--- src/rtl/camera_pkg.sv ---
// Shared camera-pipeline definitions: controller state encodings, row indices
// and the default pixel width used by the readout and converter stages.
package camera_pkg;

    localparam int PIX_W = 8;

    typedef enum logic [1:0] {
        IDLE    = 2'd0,
        CAPTURE = 2'd1,
        DRAIN   = 2'd2
    } state_t;

    localparam logic ROW0 = 1'b0;
    localparam logic ROW1 = 1'b1;

endpackage

--- src/rtl/edge_detect_rise.sv ---
// Rising-edge detector: registers the strobe and emits a one-cycle pulse in the
// cycle the input first goes high.
module edge_detect_rise (
    input  logic clk,
    input  logic reset_n,
    input  logic d,
    output logic pulse
);

    logic d_q;

    always_ff @(posedge clk) begin
        if (!reset_n) d_q <= 1'b0;
        else          d_q <= d;
    end

    assign pulse = d & ~d_q;

endmodule

--- src/rtl/frame_capture.sv ---
// Two-row frame grabber behind RE_Control; streams the frame over valid/ready.
// Optional trailing checksum word: define FRAME_CAPTURE_CHECKSUM_EN.
module frame_capture
    import camera_pkg::*;
#(
    parameter int DATA_W = PIX_W,
    parameter int COLS   = 2
) (
    input  logic              Clk,
    input  logic              Reset,
    input  logic              ADC,
    input  logic              NRE_1,
    input  logic              NRE_2,
    input  logic              Erase,
    input  logic [DATA_W-1:0] Pix_data,
    input  logic              Out_ready,
    output logic              Out_valid,
    output logic [DATA_W-1:0] Out_data,
    output logic              Out_last,
    output logic              Frame_done,
    output logic              Sync_err,
    output logic              Overrun
);

    localparam int NPIX = 2 * COLS;
`ifdef FRAME_CAPTURE_CHECKSUM_EN
    localparam int NWORDS = NPIX + 1;
`else
    localparam int NWORDS = NPIX;
`endif
    localparam int CW = $clog2(COLS + 1);
    localparam int IW = (NPIX > 1) ? $clog2(NPIX) : 1;
    localparam int RW = $clog2(NWORDS);
    localparam logic [CW-1:0] COL_FULL = CW'(COLS);
    localparam logic [RW-1:0] LAST_IDX = RW'(NWORDS - 1);

    state_t            state, state_n;
    logic [CW-1:0]     col0, col1, col0_n, col1_n;
    logic [RW-1:0]     rd_idx, rd_idx_n;
    logic [IW-1:0]     wr_idx;
    logic [DATA_W-1:0] pix_buf [NPIX];
    logic              sample, row_ok, row_sel, row_full;
    logic              accept, clear, sync_set, ovr_set, done_n;
    logic              handshake, last_word;

    edge_detect_rise u_adc_edge (
        .clk     (Clk),
        .reset_n (Reset),
        .d       (ADC),
        .pulse   (sample)
    );

    // Exactly one NRE low picks a row; NRE_1 high means row 1 is selected.
    assign row_ok    = NRE_1 ^ NRE_2;
    assign row_sel   = NRE_1 ? ROW1 : ROW0;
    assign row_full  = (row_sel == ROW1) ? (col1 == COL_FULL) : (col0 == COL_FULL);
    assign wr_idx    = (row_sel == ROW1) ? IW'(COLS) + IW'(col1) : IW'(col0);
    assign Out_valid = (state == DRAIN);
    assign handshake = Out_valid && Out_ready;
    assign last_word = (rd_idx == LAST_IDX);
    assign Out_last  = Out_valid && last_word;

    always_comb begin
        state_n  = state;
        col0_n   = col0;
        col1_n   = col1;
        rd_idx_n = rd_idx;
        accept   = 1'b0;
        clear    = 1'b0;
        sync_set = 1'b0;
        ovr_set  = 1'b0;
        done_n   = 1'b0;
        unique case (state)
            IDLE, CAPTURE: begin
                if (Erase) begin
                    clear   = 1'b1;
                    state_n = IDLE;
                end else if (sample) begin
                    if (!row_ok || row_full) begin
                        sync_set = 1'b1;
                    end else begin
                        accept = 1'b1;
                        if (row_sel == ROW1) col1_n = col1 + 1'b1;
                        else                 col0_n = col0 + 1'b1;
                        state_n = (col0_n == COL_FULL && col1_n == COL_FULL) ? DRAIN : CAPTURE;
                    end
                end
            end
            DRAIN: begin
                ovr_set = sample;
                if (handshake) begin
                    if (last_word) begin
                        state_n = IDLE;
                        clear   = 1'b1;
                        done_n  = 1'b1;
                    end else begin
                        rd_idx_n = rd_idx + 1'b1;
                    end
                end
            end
            default: state_n = IDLE;
        endcase
        if (clear) begin
            col0_n   = '0;
            col1_n   = '0;
            rd_idx_n = '0;
        end
    end

    always_ff @(posedge Clk) begin
        if (!Reset) begin
            state      <= IDLE;
            col0       <= '0;
            col1       <= '0;
            rd_idx     <= '0;
            Frame_done <= 1'b0;
            Sync_err   <= 1'b0;
            Overrun    <= 1'b0;
        end else begin
            state      <= state_n;
            col0       <= col0_n;
            col1       <= col1_n;
            rd_idx     <= rd_idx_n;
            Frame_done <= done_n;
            if (sync_set) Sync_err <= 1'b1;
            if (ovr_set)  Overrun  <= 1'b1;
        end
    end

    always_ff @(posedge Clk) begin
        if (accept) pix_buf[wr_idx] <= Pix_data;
    end

`ifdef FRAME_CAPTURE_CHECKSUM_EN
    logic [DATA_W-1:0] acc;

    always_ff @(posedge Clk) begin
        if (!Reset || clear) acc <= '0;
        else if (accept)     acc <= acc + Pix_data;
    end

    always_comb begin
        Out_data = '0;
        if (Out_valid) Out_data = last_word ? acc : pix_buf[IW'(rd_idx)];
    end
`else
    always_comb begin
        Out_data = '0;
        if (Out_valid) Out_data = pix_buf[IW'(rd_idx)];
    end
`endif

endmodule
--- config.mk ---
export PLATFORM = sky130hd
export DESIGN_NAME = frame_capture
export DESIGN_NICKNAME = d
export VERILOG_FILES = /design/src/rtl/camera_pkg.sv /design/src/rtl/edge_detect_rise.sv /design/src/rtl/frame_capture.sv
export SDC_FILE = /design/constraint.sdc
export NUM_CORES = 1
export LEC_CHECK = 0
export CAP_MARGIN = 25
export CORE_UTILIZATION = 35
export CTS_BUF_LIST = sky130_fd_sc_hd__clkbuf_8
export DETAILED_ROUTE_END_ITERATION = 12
export PLACE_DENSITY_LB_ADDON = 0.08
export SYNTH_ARGS = -nofsm -noshare
export SYNTH_HDL_FRONTEND = slang
export SYNTH_HIERARCHICAL = 1
export SYNTH_SLANG_ARGS = --single-unit
--- constraint.sdc ---
create_clock -name Clk -period 2.2 [get_ports Clk]
set_clock_uncertainty 0.15 [all_clocks]
set_input_delay 0.33 -clock Clk [delete_from_list [all_inputs] [get_ports Clk]]
set_output_delay 0.33 -clock Clk [all_outputs]
set_load 0.05 [all_outputs]
# After elaboration in Yosys (flattened, before gate mapping)
# Memories as Yosys holds them, arrays and structs flattened. A register that Yosys moved wholly into a read port is not among the register bits.
# Cells that the tools add are included.
[classes] add_sub_neg=4 n_mul=0 n_div=0 order_cmp=0 eq_ne=11 shifts=0 mux=38 n_bitwise=7 n_reduce_logical=12
[ops] cell="$mux W2" n=19
[ops] cell="$mux W1" n=16
[ops] cell="$eq A2 B2 Y1 const B" n=6
[ops] cell="$mux W8" n=1
[ops] cell="$reduce_and A4 Y1" n=2
[ops] cell="$add A2 B1 Y2 const B" n=3
[ops] cell="$ne A3 B3 Y1 const B" n=2
[ops] cell="$not A1 Y1" n=5
[ops] cell="$ne A2 B1 Y1 const B" n=2
[ops] cell="$pmux W2 S2" n=1
[ops] cell="$reduce_or A2 Y1" n=2
[ops] cell="$logic_and A1 B1 Y1" n=3
[ops] cell="$reduce_and A3 Y1" n=1
[ops] cell="$add A2 B2 Y2 const A" n=1
[ops] cell="$eq A2 B1 Y1 const B" n=1
[ops] cell="$logic_not A2 Y1" n=1
[ops] cell="$pmux W1 S2" n=1
[ops] cell="$reduce_and A2 Y1" n=1
[ops] cell="$and A1 B1 Y1" n=1
[ops] cell="$logic_not A1 Y1" n=1
[ops] cell="$logic_or A1 B1 Y1" n=1
[ops] cell="$xor A1 B1 Y1" n=1
[totals] regBits=12 latchBits=0 ramBits=32 mem_bits_ro=0 out_inout_bits=13 word_cells=81 memories=1
[mem_list] memory="pix_buf" depth=4 width=8 read_ports=1 rd_ports_with_merged_regs=1 wr=1 line="frame_capture.sv:41" source="logic [DATA_W-1:0] pix_buf [NPIX];"

# Logic depth before layout (Yosys ltp)
# Gate-level depths: netlist of run 1.
[logic_depth] word_depth=14 depth_mapped=5

# Hierarchy
# The synthesis of run 1 kept the hierarchy.
[by_module_without_submodules] module="frame_capture" instances=1 cells_per_inst=129 area_each_um2=1878.1
[by_module_without_submodules] module="edge_detect_rise" instances=1 cells_per_inst=3 area_each_um2=40.0

# Worst setup path before layout of run 1
# No wires, ideal clock.
[synth_timing] path_type="reg2out" startpoint="register state[1]" endpoint="output port Out_data[0]" t_arrival_ns=1.669 required_time_ns=1.720 path_slack_ns=0.051 path_stages_with_launch=5 n_path_buf=1 path_cell_list="dfxtp_1 nand2b_1 inv_1 clkbuf_1 and2_1"
[synth_via] elab_chain_len=2
[synth_lines] element="start: declaration" line="frame_capture.sv:37" source="state_t state, state_n;"
[synth_lines] element="start signal: assignment" line="frame_capture.sv:120" source="state <= state_n;"
[synth_lines] element="$eq A2 B2 Y1" line="frame_capture.sv:58" source="assign Out_valid = (state == DRAIN);"
[synth_lines] element="named net Out_valid" line="frame_capture.sv:17" source="output logic Out_valid,"
[synth_lines] element="$mux W8" line="frame_capture.sv:149" source="if (Out_valid) Out_data = pix_buf[IW'(rd_idx)];"
[synth_lines] element="end: declaration" line="frame_capture.sv:18" source="output logic [DATA_W-1:0] Out_data,"
# The timed path passes the listed nets, and every way through them passes these cells.

==> reports/qor.csv, run 1 <==
metric;value;unit
core;5200;sq um
final_core_util;0.476;
drive_above_1_share;0.254;
cts_buffers;5;
r2r_start;col0[0]$_SDFFE_PP0P_;
layout_min_cycle_time;2110;ps
clkTransAtPathRegs;80;ps
finalPower;1.52;mW
critPathKind;flop to primary output;
synth_seq_cells;46;
setup_viol_count_final;0;
synth_top_area_share;0.501;
synth-edff-count;32;
clock.fmax;0.473;GHz
cts_root_buf;clkbuf_8;
crit_end;Out_data[1];
required;1720;ps
end_kind;primary output;
drc;0;
ys_warn_count;6;
slew_violations;0;
wirelength;3.63;mm
ant_nets;0;
ios;28;
maxSlewHeadroom;0.667;
synthTopCellsByArea;edfxtp_1 50%, dfxtp_1 15%, mux4_2 9.4%;
cts.sinks;46;
postSynthAreaPerCell;14.5;sq um
power_density;612;nW/um^2
wl_per_cell;14.7;um
clk_latency;290;ps
grt_pass1_vias;1224;
layout_common_cells;32 x edfxtp_1, 19 x buf_4, 17 x clkdlybuf4s50_1, 13 x dfxtp_1, 11 x and2_1;
synth_ff_type;edfxtp_1;
syn_nets;148;
synth-seq-area-share;0.647;
netlist-cell-type-count;36;
synthesis.area;1920;sq um
grt_pass1_wl;5.87;mm
worst_slew_pin_slew;498;ps
rsz0062_at_grt;no;
ir_drop;253;uV
start_util;0.369;
h-tree-depth;2;
flow.area_growth_from_synthesis;29.3;%
post-synth-top-area-cell;edfxtp_1;
timing.final.hold_violations;0;
postCtsSetupBuffers;0;
antenna_found_initial;0;
dp_hpwl;2.66;mm
worst-path-stages;4;
fin_nets;192;
grt_start_max_net_pins;15;
clock_path_buffers;2;
finalCritPeriodShare;0.960;
drt_iter0_drc;44;
setup_ws;87.8;ps
worstPathArrival;1630;ps
drtPass1Iterations;4;
drt-vias-per-instance;4.83;
outcome;finished, final reports clean;
layout_commonest_cell;edfxtp_1;
path_cells;buf_8 > mux4_2 > and2_1 > buf_4;
fp.dieW;76.0;um
drv_cap;0;
worst_path_max_delay_cell;mux4_2;
grt_use_total;0.133;
crit_buf_inv;2;
worstHoldPathType;flop to flop;
reg2reg_depth;5;
worstReg2RegEnd;pix_buf[3][7]$_DFFE_PP_;
tns;0;ps
critPathMaxFanout;8;
port_buffers;27;
netlist_instances;132;
core.rowCount;26;
cp_slowest_stage_delay;500;ps
n_fill_cell;475;
reg2reg_slack;360;ps
die_area;5780;sq um
gr-total-overflow;0;
power.leakage;0.882;nW
startpoint_type;flop;
tritoncts;done;
vias;1194;
place.gp.congestion;0.863;
antenna_cells;0;
cpLargestDelayFamily;multiplexers;
async_reset_ff_frac;0;
post-place-ws;21.2;ps
die_h;76.0;um
[sequential cells by signal, indices dropped and copies added, names as in the netlist, named ones only]
name            cells
state               2
u_adc_edge/d_q      1
Sync_err            1
rd_idx              2
Overrun             1
col1                2
pix_buf            32
col0                2
Frame_done          1
[cell families after synthesis]
| family | count (synthesis) | synth area share |
|---|---|---|
| DFF | 46 | 0.647 |
| and+or+nand+nor | 45 | 0.142 |
| AOI/OAI and AO/OA | 14 | 0.0496 |
| muxes | 12 | 0.115 |
| buffers and inverters | 11 | 0.0261 |
| xor gates and xnor gates | 3 | 0.0137 |
| adders and majority gates | 1 | 0.00652 |
[worst min path at each step]
stage / startpoint / to / slack [ps] / cells after the start
finish: Sync_err$_SDFFE_PN0P_ / Sync_err$_SDFFE_PN0P_ / 320 / 1
CTS: Sync_err$_SDFFE_PN0P_ / Sync_err$_SDFFE_PN0P_ / 330 / 1
global route: Sync_err$_SDFFE_PN0P_ / Sync_err$_SDFFE_PN0P_ / 350 / 1
global placement: Sync_err$_SDFFE_PN0P_ / Sync_err$_SDFFE_PN0P_ / 300 / 1
detailed placement: Sync_err$_SDFFE_PN0P_ / Sync_err$_SDFFE_PN0P_ / 310 / 1
floorplan: Pix_data[0] / pix_buf[0][0]$_DFFE_PP_ / 280 / 0
[area by class of cell]
type                       count  area [sq um]  share of cell area
clock buffer                   5          68.8              0.0277
clock inverter                 3          16.3             0.00656
inverter                       7          30.0              0.0121
multi-input combinational     75           627               0.253
sequential                    46          1240               0.501
tap                           70          87.6              0.0353
timing repair buffer          41           408               0.164
[Yosys cell counts (all sizes together), types with 2 or more instances]
library cell	n
clkbuf	2
nand3	4
mux2i	4
dfxtp	14
mux4	8
nand4b	2
a21oi	4
nor2	9
xnor2	2
inv	7
nand2b	3
edfxtp	32
nor3	2
nor2b	3
o21ai	4
buf	2
and2	12
nand2	5
[per-stage QoR]
stage | std cells | hold WS, ps | cell area (sq um)
floorplan | 132 | 279 | 1920
global placement | 239 | 305 | 2380
detailed placement | 239 | 308 | 2380
CTS | 247 | 332 | 2470
global route | 247 | 348 | 2480
finish | 247 | 322 | 2480
[metal layers]
layer  track usage  part of all wire  routed length (um)
met1         0.144              0.40                1460
met2         0.246              0.55                2000
met3        0.0419             0.042                 154
met4        0.0404            0.0041                  15
met5             0                 0                   0
[power breakdown]
group,switching (mW),total [mW],internal [mW]
logic,0.0408,0.0937,0.0528
registers,0.00318,0.935,0.931
clock network,0.273,0.491,0.218
[repair_timing]
item,in CTS,in global routing
hold buffers,0,0
gates resized for setup,1,3
setup endpoints to repair,3,9
endpoints found under the hold margin,0,0
Power figures use the tool's default switching activity.
==> run 2: changes to the inputs <==
--- a/config.mk
+++ b/config.mk
@@ -9,6 +9,7 @@
 export CORE_UTILIZATION = 35
 export CTS_BUF_LIST = sky130_fd_sc_hd__clkbuf_8
 export DETAILED_ROUTE_END_ITERATION = 12
+export GPL_TIMING_DRIVEN = 0
 export PLACE_DENSITY_LB_ADDON = 0.08
 export SYNTH_ARGS = -nofsm -noshare
 export SYNTH_HDL_FRONTEND = slang
==> reports/qor.csv, run 2 (synthesis results as in run 1) <==
metric;value;unit;change
n_fill_cell;498;;was 475
drc;0;;unchanged
worstPathArrival;1640;ps;was 1630 ps
finalCritPeriodShare;0.962;;was 0.960
ios;28;;unchanged
clk_latency;280;ps;was 290 ps
r2r_start;col0[0]$_SDFFE_PP0P_;;unchanged
end_kind;primary output;;unchanged
finalNonFillerCells;239;;was 247
top_register;pix_buf;;unchanged
flow.area_growth_from_synthesis;27.2;%;was 29.3%
dp_hpwl;2.54;mm;was 2.66 mm
drive_above_1_share;0.249;;was 0.254
vias;1169;;was 1,194
layout_min_cycle_time;2120;ps;was 2110 ps
hold_path_depth;4;;was 1
ant_nets;0;;unchanged
tritoncts;done;;unchanged
cts_buffers;5;;unchanged
seq_area;1240;sq um;unchanged
setup_viol_count_final;0;;unchanged
grt_use_total;0.133;;about the same
worst_slew_pin_slew;625;ps;was 498 ps
core;5200;sq um;unchanged
grt_pass1_wl;5.89;mm;was 5.87 mm
die_h;76.0;um;unchanged
place.gp.congestion;0.811;;was 0.863
worstHoldPathType;input pin to flop;;was flop to flop
maxSlewHeadroom;0.584;;was 0.667
drt-vias-per-instance;4.89;;was 4.83
largest_register_ffs;32;;unchanged
worstHoldStart;NRE_1;;was Sync_err$_SDFFE_PN0P_
cts_root_buf;clkbuf_8;;unchanged
drt_iter0_drc;42;;was 44
grt_start_max_net_pins;14;;was 15
worstReg2RegEnd;pix_buf[1][3]$_DFFE_PP_;;was pix_buf[3][7]$_DFFE_PP_
critPathMaxFanout;8;;unchanged
slew_violations;0;;unchanged
post-place-ws;-546;ps;was 21.2 ps
die_area;5780;sq um;unchanged
wl_per_cell;15.2;um;was 14.7 um
h-tree-depth;2;;unchanged
grt_pass1_vias;1224;;unchanged
layout_common_cells;32 x edfxtp_1, 16 x clkdlybuf4s50_1, 13 x dfxtp_1, 11 x and2_1, 9 x nor2_1;;was 32 x edfxtp_1, 19 x buf_4, 17 x clkdlybuf4s50_1, 13 x dfxtp_1, 11 x and2_1
critPathKind;flop to primary output;;unchanged
required;1720;ps;about the same
rsz0062_at_grt;yes;;was no
outcome;finished, final reports clean;;unchanged
core.rowCount;26;;unchanged
drtPass1Iterations;4;;unchanged
power.leakage;0.848;nW;was 0.882 nW
cts.sinks;46;;unchanged
reg2reg_slack;160;ps;was 360 ps
port_buffers;26;;was 27
power_density;655;nW/um^2;was 612 nW/um^2
start_util;0.369;;unchanged
fp.dieW;76.0;um;unchanged
tns;0;ps;unchanged
dpl_cell_area;2280;sq um;was 2380 sq um
clkTransAtPathRegs;80;ps;about the same
timing.final.hold_violations;0;;unchanged
setup_ws;82.7;ps;was 87.8 ps
dp_cells;230;;was 239
layout_commonest_cell;edfxtp_1;;unchanged
clock_path_buffers;2;;unchanged
worstHoldEndpoint;col0[1]$_SDFFE_PP0P_;;was Sync_err$_SDFFE_PN0P_
fin_nets;184;;was 192
gr-total-overflow;0;;unchanged
antenna_found_initial;0;;unchanged
final_core_util;0.469;;was 0.476
drv_cap;0;;unchanged
startpoint_type;flop;;unchanged
ir_drop;275;uV;was 253 uV
design_area;2440;sq um;was 2480 sq um
clock.fmax;0.472;GHz;was 0.473 GHz
reg2reg_depth;5;;unchanged
antenna_cells;0;;unchanged
multi_input_area;658;sq um;was 627 sq um
wirelength;3.62;mm;was 3.63 mm
## run 2: cell types whose count changed in the layout (fill, tap and decap cells not counted), sizes merged
cell and change:
buf -11, clkinv -3, clkbuf +2, clkdlybuf4s15 +2, clkinvlp +2, bufinv +1
clkdlybuf4s50 -1
## run 2: how the worst max path moves through the flow
stage / startpoint / to / depth (start not counted)
2_1_floorplan: state[1]$_SDFFE_PN0P_ / Out_data[0] / 4
3_3_place_gp: ADC / pix_buf[1][6]$_DFFE_PP_ / 5
3_5_place_dp: ADC / pix_buf[1][6]$_DFFE_PP_ / 6
4_1_cts: flop / Out_data[1] / 4
5_1_grt: ADC / pix_buf[1][3]$_DFFE_PP_ / 6
6_report: flop / Out_data[0] / 4
## run 2: final cells by class
cell class                 instances  share of cell area
sequential                        46               0.509
multi-input combinational         75               0.270
timing repair buffer              31               0.117
tap                               70              0.0359
clock buffer                       5              0.0282
clock inverter                     3              0.0154
inverter                           7              0.0154
buffer                             2             0.00923
## run 2: critical path, cell delays in order, from the launching register on
cell and delay (ps):
dfxtp_1 330, buf_6 170, mux4_2 490, and2_1 160, buf_2 200
## run 2: per-layer routing
metal  vias up  routed length [um]  GRT usage  part of all wire
li1        560                   -          -                 -
met1       578                1540      0.151              0.43
met2        29                1920      0.236              0.53
met3         2                 144     0.0395             0.040
met4         0                  23     0.0481            0.0063
met5         -                   0          0                 0
## run 2: per-stage QoR
| step | hold slack [ps] | power (mW) |
|---|---|---|
| after floorplan | 279 | 0.991 |
| after global placement | 301 | 1.03 |
| after detailed placement | 319 | 1.03 |
| after CTS | 292 | 1.62 |
| after global routing | 298 | 1.66 |
| final | 301 | 1.60 |
## run 2: where the power goes
part	internal (mW)	switching, mW
sequential	0.931	0.00316
clock	0.330	0.252
combinational	0.0416	0.0404
## run 2: timing repair
action / in CTS / in global routing
gates resized for setup: 48 / 28
hold buffers: 0 / 0
buffers inserted: 1 / 2
setup endpoints to repair: 22 / 30
endpoints found under the hold margin: 0 / 0
